===== src/rtl/vdc_video_out.sv =====
// rtl/vdc_video_out.sv - VDC to VCE pixel transmitter: sync generation and colour-index stream.
// Horizontal/vertical FSMs track hcount/vcount; registered outputs reflect the state at each ck_en.
module vdc_video_out #(
  parameter int          H_SW   = 8,
  parameter int          H_BP   = 24,
  parameter int          H_ACT  = 256,
  parameter int          H_FP   = 53,
  parameter int          V_SW   = 3,
  parameter int          V_BP   = 14,
  parameter int          V_ACT  = 240,
  parameter int          V_FP   = 5,
  parameter logic [8:0]  BORDER = 9'h100
) (
  input  logic       clk,
  input  logic       reset,
  input  logic       ck_en,
  input  logic       pix_valid,
  input  logic [8:0] pix_data,
  output logic       pix_ready,
  output logic [8:0] VD,
  output logic       HSYN,
  output logic       VSYN,
  output logic [8:0] hcount,
  output logic [8:0] vcount,
  output logic       line_start,
  output logic       frame_start,
  output logic       underrun,
  input  logic       underrun_clr
);

  typedef enum logic [1:0] {HSW, HDS, HDW, HDE} h_state_t;
  typedef enum logic [1:0] {VSW, VDS, VDW, VDE} v_state_t;

  // Last position of each phase, in pixels / lines from the start of the line / frame.
  localparam logic [8:0] H_END_SW  = 9'(H_SW - 1);
  localparam logic [8:0] H_END_BP  = 9'(H_SW + H_BP - 1);
  localparam logic [8:0] H_END_ACT = 9'(H_SW + H_BP + H_ACT - 1);
  localparam logic [8:0] H_LAST    = 9'(H_SW + H_BP + H_ACT + H_FP - 1);
  localparam logic [8:0] V_END_SW  = 9'(V_SW - 1);
  localparam logic [8:0] V_END_BP  = 9'(V_SW + V_BP - 1);
  localparam logic [8:0] V_END_ACT = 9'(V_SW + V_BP + V_ACT - 1);
  localparam logic [8:0] V_LAST    = 9'(V_SW + V_BP + V_ACT + V_FP - 1);

  h_state_t h_state, h_next;
  v_state_t v_state, v_next;
  logic     h_wrap;
  logic     v_wrap;
  logic     active;

  always_comb begin
    h_next = h_state;
    h_wrap = 1'b0;
    case (h_state)
      HSW: if (hcount == H_END_SW)  h_next = HDS;
      HDS: if (hcount == H_END_BP)  h_next = HDW;
      HDW: if (hcount == H_END_ACT) h_next = HDE;
      HDE: if (hcount == H_LAST) begin
        h_next = HSW;
        h_wrap = 1'b1;
      end
      default: h_next = HSW;
    endcase
  end

  // Vertical FSM only moves on the last pixel of a line.
  always_comb begin
    v_next = v_state;
    v_wrap = 1'b0;
    if (h_wrap) begin
      case (v_state)
        VSW: if (vcount == V_END_SW)  v_next = VDS;
        VDS: if (vcount == V_END_BP)  v_next = VDW;
        VDW: if (vcount == V_END_ACT) v_next = VDE;
        VDE: if (vcount == V_LAST) begin
          v_next = VSW;
          v_wrap = 1'b1;
        end
        default: v_next = VSW;
      endcase
    end
  end

  assign active    = (h_state == HDW) && (v_state == VDW);
  assign pix_ready = ck_en & active & ~reset;

  always_ff @(posedge clk or posedge reset) begin
    if (reset) begin
      h_state     <= HSW;
      v_state     <= VSW;
      hcount      <= 9'd0;
      vcount      <= 9'd0;
      VD          <= BORDER;
      HSYN        <= 1'b1;
      VSYN        <= 1'b1;
      line_start  <= 1'b0;
      frame_start <= 1'b0;
    end else if (ck_en) begin
      h_state     <= h_next;
      v_state     <= v_next;
      hcount      <= h_wrap ? 9'd0 : hcount + 9'd1;
      if (h_wrap) vcount <= v_wrap ? 9'd0 : vcount + 9'd1;
      HSYN        <= ~(h_state == HSW);
      VSYN        <= ~(v_state == VSW);
      VD          <= (active && pix_valid) ? pix_data : BORDER;
      line_start  <= h_wrap;
      frame_start <= h_wrap & v_wrap;
    end else begin
      line_start  <= 1'b0;
      frame_start <= 1'b0;
    end
  end

  // A fresh underrun takes priority over a simultaneous clear.
  always_ff @(posedge clk or posedge reset) begin
    if (reset) begin
      underrun <= 1'b0;
    end else if (ck_en && active && !pix_valid) begin
      underrun <= 1'b1;
    end else if (underrun_clr) begin
      underrun <= 1'b0;
    end
  end

endmodule


===== config.mk =====
export PLATFORM = sky130hd
export DESIGN_NAME = vdc_video_out
export DESIGN_NICKNAME = d
export VERILOG_FILES = /design/src/rtl/vdc_video_out.sv
export SDC_FILE = /design/constraint.sdc
export NUM_CORES = 1
export LEC_CHECK = 0
export CAP_MARGIN = 20
export CORE_MARGIN = 2
export CORE_UTILIZATION = 55
export CTS_BUF_LIST = sky130_fd_sc_hd__clkbuf_4
export CTS_CLUSTER_DIAMETER = 50
export DETAILED_ROUTE_END_ITERATION = 10
export HOLD_SLACK_MARGIN = 0.1
export PLACE_DENSITY_LB_ADDON = 0.15
export SLEW_MARGIN = 20
export SYNTH_ARGS = -nofsm -noshare
export SYNTH_HDL_FRONTEND = slang
export SYNTH_SLANG_ARGS = --single-unit

===== constraint.sdc =====
create_clock -name clk -period 3.37 [get_ports clk]
set_input_delay 0.337 -clock clk [delete_from_list [all_inputs] [get_ports clk]]
set_output_delay 0.337 -clock clk [all_outputs]
set_load 0.005 [all_outputs]

After elaboration in Yosys (flattened, before gate mapping)
Cells that the tools add are included.
{"block": "word_totals", "reg_bits": 36, "latch_bits": 0, "ram_bits": 0, "rom_bits": 0, "input_bits": 14, "elab_cells": 73, "mem_count": 0}
{"block": "classes", "n_addsub": 2, "multipliers": 0, "div": 0, "n_lt_le_gt_ge": 0, "eq_ne": 22, "shift": 0, "muxes": 22, "n_bitwise": 6, "reduce_logical": 11}
{"op": "9-bit == test, second input constant", "n": 4}
{"op": "9-bit two-way mux", "n": 3}
{"op": "9-bit by 1-bit adder with 9-bit output, second input constant", "n": 2}
{"op": "9-bit by 5-bit == test with 1-bit output, second input constant", "n": 2}
{"op": "2-bit two-way mux", "n": 8}
{"op": "2-bit != test, second input constant", "n": 8}
{"op": "2-bit one-hot mux with 4 select lines", "n": 2}
{"op": "9-bit by 2-bit == test with 1-bit output, second input constant", "n": 1}
{"op": "9-bit by 3-bit == test with 1-bit output, second input constant", "n": 1}
{"op": "1-bit two-way mux", "n": 9}
{"op": "2-bit == test, second input constant", "n": 4}
{"op": "6-bit AND reduction", "n": 1}
{"op": "5-bit AND reduction", "n": 1}
{"op": "2-bit by 1-bit == test with 1-bit output, second input constant", "n": 2}
{"op": "1-bit logical AND", "n": 4}
{"op": "2-bit logical NOT", "n": 2}
{"op": "1-bit AND", "n": 3}
{"op": "1-bit inverter", "n": 3}
{"op": "2-bit AND reduction", "n": 1}
{"op": "2-bit nonzero test", "n": 1}
{"op": "1-bit logical NOT", "n": 1}

Longest topological paths before layout
Gate-level depths: netlist of run 1.
{"block": "depth", "depth_word": 6, "mapped_depth": 8, "ltp_nobuf": 7}

Least setup slack after synthesis of run 1
No wires, ideal clock.
{"block": "synth_path", "path_kind": "reg-to-reg", "startpoint": "register hcount[3]", "endpoint": "register h_state[1]", "setup_time_ps": 125, "arrival_time_ps": 1806, "required_time_ps": 3245, "slack_ps": 1439, "path_stages_with_launch": 6, "path_cell_list": "dfrtp_1 or4b_4 o21ai_0 o211ai_1 a21oi_1 mux2_2"}
{"block": "synth_between", "elab_chain_cells": 3, "word_cells_on_any_way": 9}
{"item": "start: declaration", "line_no": "23", "source": "output logic [8:0] hcount,"}
{"item": "start signal: assignment", "line_no": "100", "source": "hcount <= h_wrap ? 9'd0 : hcount + 9'd1;"}
{"item": "9-bit == test (tied with other cells)", "line_no": "57", "source": "HDE: if (hcount == H_LAST) begin"}
{"item": "2-bit != test (no source line)"}
{"item": "5-bit AND reduction (no source line) *"}
{"item": "end signal: assignment", "line_no": "98", "source": "h_state <= h_next;"}
{"item": "end: declaration", "line_no": "44", "source": "h_state_t h_state, h_next;"}
Every way passes the cells marked *; elsewhere a longest branch is shown, timed or not.
A chain may end at the register's enable or synchronous reset.

Final worst setup path of run 1
{"block": "layout_path", "startpoint": "input ck_en", "endpoint": "output pix_ready"}
{"block": "layout_between", "elab_chain_cells": 2}
{"item": "start: declaration", "line_no": "16", "source": "input logic ck_en,"}
{"item": "1-bit AND (2 in a row)", "line_no": "84", "source": "assign pix_ready = ck_en & active & ~reset;"}
{"item": "end: declaration", "line_no": "19", "source": "output logic pix_ready,"}
Every way passes these cells.

==> results of run 1 <==
-- cell type report --
class	count	area (um2)	area share, %
flip-flops and latches	36	905	36.0
multi-input cells	137	927	36.9
repair buffers	48	475	18.9
clock buffers	7	52.6	2.09
well taps	46	57.6	2.29
clock inverters	1	3.75	0.149
inverters	24	90.1	3.59
-- routing by layer --
| layer | part of all wire (%) | up-vias | track usage, % |
|---|---|---|---|
| li1 | - | 792 | - |
| met1 | 43 | 790 | 28.2 |
| met2 | 51 | 34 | 37.6 |
| met3 | 4.6 | 6 | 7.86 |
| met4 | 1.1 | 0 | 8.15 |
| met5 | 0 | - | 0 |
-- power by group --
part           switching (W)  leakage [nW]  internal (W)  total [W]
sequential         0.0000747         0.467      0.000488   0.000563
combinational       0.000131         0.609      0.000172   0.000303
clock               0.000139        0.0338     0.0000962   0.000236
total               0.000345          1.11      0.000756    0.00110
-- sequential cells by signal, summed over array words and instances, names as in the netlist --
signal,cells
line_start,1
v_state,2
VD,9
HSYN,1
hcount,9
frame_start,1
VSYN,1
underrun,1
vcount,9
h_state,2
-- worst max-delay path: cells and delay by family --
kind,cells,cell delay (ns)
simple gates,2,0.37
buf+inv,2,1.26
-- placed cells by master, fill, tap and decap left out, drive strengths merged, types with 3 or more instances in the layout --
master	netlist	layout
nand2	23	23
ha	15	15
nand3	10	10
nand2b	3	3
mux2i	5	5
clkbuf	4	7
inv	24	24
dfrtp	33	33
clkdlybuf4s50	0	46
nor2	14	14
and3	3	3
o31ai	6	6
dfstp	3	3
o21ai	23	23
xnor2	3	3
-- cells by family after synthesis --
kind of cell / Yosys count / share of synthesized area [%]
buffers and inverters: 29 / 5.97
multiplexers: 7 / 3.73
AND/OR/NAND/NOR: 70 / 19.3
adder cells (fa/ha/maj): 15 / 9.63
flip-flops: 36 / 46.4
AO/OA/AOI/OAI: 40 / 12.7
XOR/XNOR: 5 / 2.25
-- per-stage QoR --
step	hold WS (ns)	cells	total power, W
final	0.405	299	0.00110
after detailed placement	0.461	291	0.000875
after CTS	0.424	299	0.00111
after global routing	0.475	299	0.00118
after global placement	0.460	291	0.000862
after floorplan	0.426	202	0.000730
-- worst paths after layout --
| kind | from | to | slack [ns] | cells after the start |
|---|---|---|---|---|
| min reg2reg | VSYN | VSYN | 0.47 | 2 |
| min in group clk | VSYN | VSYN | 0.47 | 2 |
| max in group asynchronous | reset | VSYN | 2.63 | 3 |
| max | ck_en | pix_ready | 1.07 | 4 |
| min | reset | hcount[2] | 0.41 | 3 |
| max reg2reg | hcount[3] | vcount[6] | 1.22 | 5 |
==> summary.md, run 1 <==
| Metric | Value |
|---|---|
| Share of cells above drive strength 1 | 7.91% |
| Max FO, Critical Path | 12 |
| Top cells by count, synth | dfrtp_1 (33), inv_1 (24), nand2_1 (23), o21ai_0 (23), ha_1 (15) |
| Top_reg_cell synth | dfrtp_1 |
| HP Class | input pin to asynchronous set/reset pin |
| Top cells by area, synth | dfrtp_1 (42%), ha_1 (9.6%), o21ai_0 (5.9%) |
| Crit path DAT | 1.96 ns |
| Number of global-route vias before repair | 1563 |
| Design Area, Final | 2510 um2 |
| Final core occ | 74.7% |
| Num rows | 21 |
| DR iter-0 viols | 80 |
| Post-DRT Antenna Nets | 0 |
| RD Place Congestion | 0.870 |
| Mean area per synthesized cell | 9.64 um2 |
| Clock transition at path regs | 0.10 ns |
| DR WL/cell | 13.7 um |
| # DRC | 0 |
| Fillcell total | 253 |
| Yosys Warn Count | 0 |
| Syn Nets | 231 |
| RSZ-0062 raised after global routing | false |
| Die Y | 63.5 um |
| Crit-path slowest cell | clkdlybuf4s50_1 |
| Largest net degree at the start of global routing | 37 |
| Standby leakage power | 1.11 nW |
| Number of synthesized register bits | 36 |
| IR drop worst, VDD | 0.000256 V |
| Ports | 47 |
| F_max | 436 MHz |
| Post-Route WL | 4110 um |
| CTS buffer count | 5 |
| Initial Util | 57.9% |
| CTS tree | done |
| Final setup vio count | 0 |
| Share of the synthesized area in the top cell type | 42.4% |
| CTS Buffer Depth | 2 |
| CTS Root Cell | clkbuf_4 |
| Slowest stage delay, CP | 0.75 ns |
| PD cells | 438 nW/um2 |
| WS Path Type | input pin to primary output |
| Number of synthesized flops with an enable pin | 0 |
| DR pass1 iterations | 4 |
| Setup repair bufs after CTS | 0 |
| Cell with the most instances after synthesis | dfrtp_1 |
| Total track usage | 23.0% |
| Crit-path cells | clkdlybuf4s50_1 -> nand3_1 -> nor2_1 -> clkdlybuf4s50_1 |
| Setup ws final | 1.07 ns |
| Worst skew pair latency | 0.35 ns |
| Final-report hold violation count | 0 |
| IO Port Bufs | 46 |
| Synthesized cell area | 1950 um2 |
| Final-stage net count | 281 |
| Hpwl dp | 3070 um |
| Slew Limit Headroom | 62.1% |
| Async SR Flop Fraction | 100% |
| Ant diodes | 0 |
| Initial antenna violation count | 0 |
| Crit path launch type | input pin |
| Post-Syn Instances | 202 |
| Pre-CTS WS | 1.09 ns |
| Crit path capture type | primary output |
| CTS resizes | 0 |
| Via-per-instance ratio | 5.42 |
| Yosys top cell by area | dfrtp_1 |
| Core Footprint | 3360 um2 |
| Chip Width | 63.5 um |
| Outcome | completed |
| Slew @ Worst Pin | 0.564 ns |
| Max Cap Violations | 0 |
| Pins over their slew limit | 0 |
| Worst Skew | 0.00686 ns |
| Synth unique cells | 40 |
| Area post-placement | 2450 um2 |
| Sequential share of the synthesized area | 46.4% |
| Setup TNS Final | 0 ns |
| Hold buffers post-CTS | 0 |
| Fin crit share | 68.1% |
| Area growth from synthesis to layout | 28.9% |
| WP data required | 3.03 ns |
| Most frequent cell on the critical path | clkdlybuf4s50_1 |
| H-tree levels | 2 |
| Full die area | 4030 um2 |
| Via count | 1622 |
| GR Overflow Total | 0 |
| Final min period | 2.30 ns |
| Clk sink count | 36 |
| Global-route wire length before repair | 7150 um |
Note: power is estimated with default switching activity, not from simulation.
==> run 2, diff against run 1 <==
CORE_UTILIZATION = 51   (was 55)
clock period = 2.3 ns   (was 3.37 ns; I/O delays follow)
==> run 2 against run 1 <==
  * Count of clock-buffer cells in the layout is 1 lower
  * Clock power is 93% higher
  * Utilization is 4.6 points lower
  * Total power is 57% higher
  * Largest power group unchanged
  * Combinational power is 50% higher
  * Flip-flop and latch count stayed put
  * Non-clock buffer count is 3 higher
  * First-iteration DRC count is 30% higher
  * Worst hold slack worse by 0.15 ns
  * Cell area is 2.1% higher
==> summary.md, run 2 (synthesized netlist as in run 1, its figures left out) <==
| Metric | Value |
|---|---|
| Core Footprint | 3660 um2 (was 3360 um2) |
| Ports | 47 (unchanged) |
| Fillcell total | 294 (was 253) |
| Crit path capture type | primary output (unchanged) |
| HP Class | input pin to asynchronous set/reset pin (unchanged) |
| Max FO, Critical Path | 4 (was 12) |
| CTS tree | done (unchanged) |
| Outcome | completed (unchanged) |
| H-tree levels | 2 (unchanged) |
| Final-report hold violation count | 0 (unchanged) |
| Pins over their slew limit | 0 (unchanged) |
| Setup TNS Final | 0 ns (unchanged) |
| Initial Util | 53.2% (was 57.9%) |
| R2R depth | 5 (unchanged) |
| Final-stage net count | 284 (was 281) |
| Setup repair bufs after CTS | 0 (unchanged) |
| CTS Root Cell | clkbuf_4 (unchanged) |
| Most frequent cells in the layout | clkdlybuf4s50_1 (46), dfrtp_1 (33), inv_1 (24) (unchanged) |
| CTS Buffer Depth | 2 (unchanged) |
| RSZ-0062 raised after global routing | false (unchanged) |
| Post-route insts no fill | 304 (was 299) |
| RD Place Congestion | 0.829 (was 0.870) |
| # DRC | 0 (unchanged) |
| Chip Width | 65.8 um (was 63.5 um) |
| Ant diodes | 0 (unchanged) |
| CTS buffer count | 5 (unchanged) |
| IO Port Bufs | 46 (unchanged) |
| Hold_ws | 0.253 ns (was 0.405 ns) |
| Via-per-instance ratio | 5.30 (was 5.42) |
| Standby leakage power | 1.14 nW (was 1.11 nW) |
| Crit path launch type | flop (was input pin) |
| Fin crit share | 92.0% |
| Pre-CTS WS | 0.271 ns (was 1.09 ns) |
| Crit path DAT | 1.89 ns (was 1.96 ns) |
| Max Cap Violations | 0 (unchanged) |
| Total track usage | 20.5% (was 23.0%) |
| Initial antenna violation count | 0 (unchanged) |
| Clock transition at path regs | 0.11 ns (was 0.10 ns) |
| Worst r2r dst | vcount[6] (unchanged) |
| Slew @ Worst Pin | 0.543 ns (was 0.564 ns) |
| DR WL/cell | 13.6 um (was 13.7 um) |
| Inst Count DP | 296 (was 291) |
| Via count | 1611 (was 1622) |
| Clk sink count | 36 (unchanged) |
| DR iter-0 viols | 104 (was 80) |
| WS Path Type | flop to primary output (was input pin to primary output) |
| Die Y | 65.8 um (was 63.5 um) |
| Final min period | 2.12 ns |
| GR Overflow Total | 0 (unchanged) |
| Share of cells above drive strength 1 | 9.77% (was 7.91%) |
| Post-DRT Antenna Nets | 0 (unchanged) |
| Worst skew pair latency | 0.34 ns (was 0.35 ns) |
| Worst R2R Setup Slack | 0.27 ns (was 1.22 ns) |
| Area growth from synthesis to layout | 31.7% (was 28.9%) |
| Post-Route WL | 4130 um (was 4110 um) |
| Hpwl dp | 2980 um (was 3070 um) |
| Full die area | 4330 um2 (was 4030 um2) |
| Setup ws final | 0.184 ns (was 1.07 ns) |
| PD cells | 672 nW/um2 (was 438 nW/um2) |
| IR drop worst, VDD | 0.000442 V (was 0.000256 V) |
| Area post-placement | 2480 um2 (was 2450 um2) |
| F_max | 473 MHz |
| CP startpoint | v_state[0] (was ck_en) |
| Number of global-route vias before repair | 1430 (was 1563) |
| WP data required | 2.07 ns (was 3.03 ns) |
| Commonest non-fill, non-tap cell in the layout | clkdlybuf4s50_1 (unchanged) |
| Top Registers | VD: 9 flops, hcount: 9 flops, vcount: 9 flops (unchanged) |
| Worst setup path endpoint | pix_ready (unchanged) |
| Reg2reg start | hcount[5] (was hcount[3]) |
| Num rows | 22 (was 21) |
| Design Area, Final | 2560 um2 (was 2510 um2) |
| Largest net degree at the start of global routing | 25 (was 37) |
| DR pass1 iterations | 4 (unchanged) |
| Final setup vio count | 0 (unchanged) |
| Worst Skew | 0.0146 ns (was 0.00686 ns) |
| Global-route wire length before repair | 6670 um (was 7150 um) |
| Slew Limit Headroom | 63.6% (was 62.1%) |
## run 2: cell type report
type / instances / area (um2) / share of cell area [%]
well taps: 48 / 60.1 / 2.34
clock inverters: 2 / 35.0 / 1.37
clock buffers: 6 / 45.0 / 1.76
inverters: 24 / 90.1 / 3.51
multi-input cells: 137 / 932 / 36.3
flip-flops and latches: 36 / 905 / 35.3
repair buffers: 51 / 498 / 19.4
## run 2: repair_timing
item                       4_1_cts  5_1_grt
setup endpoints to repair        0        1
resized for setup                0        1
hold buffers                     0        0
## run 2: critical path, stage by stage (launching register included)
cell and delay (ns):
dfrtp_1 0.41, inv_1 0.11, ha_1 0.26, nand3_2 0.15
nor2_1 0.11, clkdlybuf4s50_1 0.52
## run 2: power breakdown
group,switching (W),total (W),internal [W]
combinational,0.000198,0.000453,0.000255
clock,0.000215,0.000455,0.000240
sequential,0.000102,0.000817,0.000715
## run 2: worst min path at each step
| stage | end |
|---|---|
| floorplan | underrun |
| CTS | vcount[5] |
| global route | vcount[5] |
| finish | vcount[5] |
| detailed placement | VSYN |
| global placement | HSYN |
## run 2: layer usage
layer	wire [um]	vias up	global-route usage (%)
li1	-	799	-
met1	1910	767	26.0
met2	1920	38	33.2
met3	215	7	5.62
met4	74	0	8.07
met5	0	-	0
## run 2: stage by stage
step                      total power, W  utilization, %
after floorplan                  0.00107               -
after global placement           0.00127            67.7
after detailed placement         0.00128            67.7
after CTS                        0.00174            69.9
after global routing             0.00183            70.1
final                            0.00172            70.1
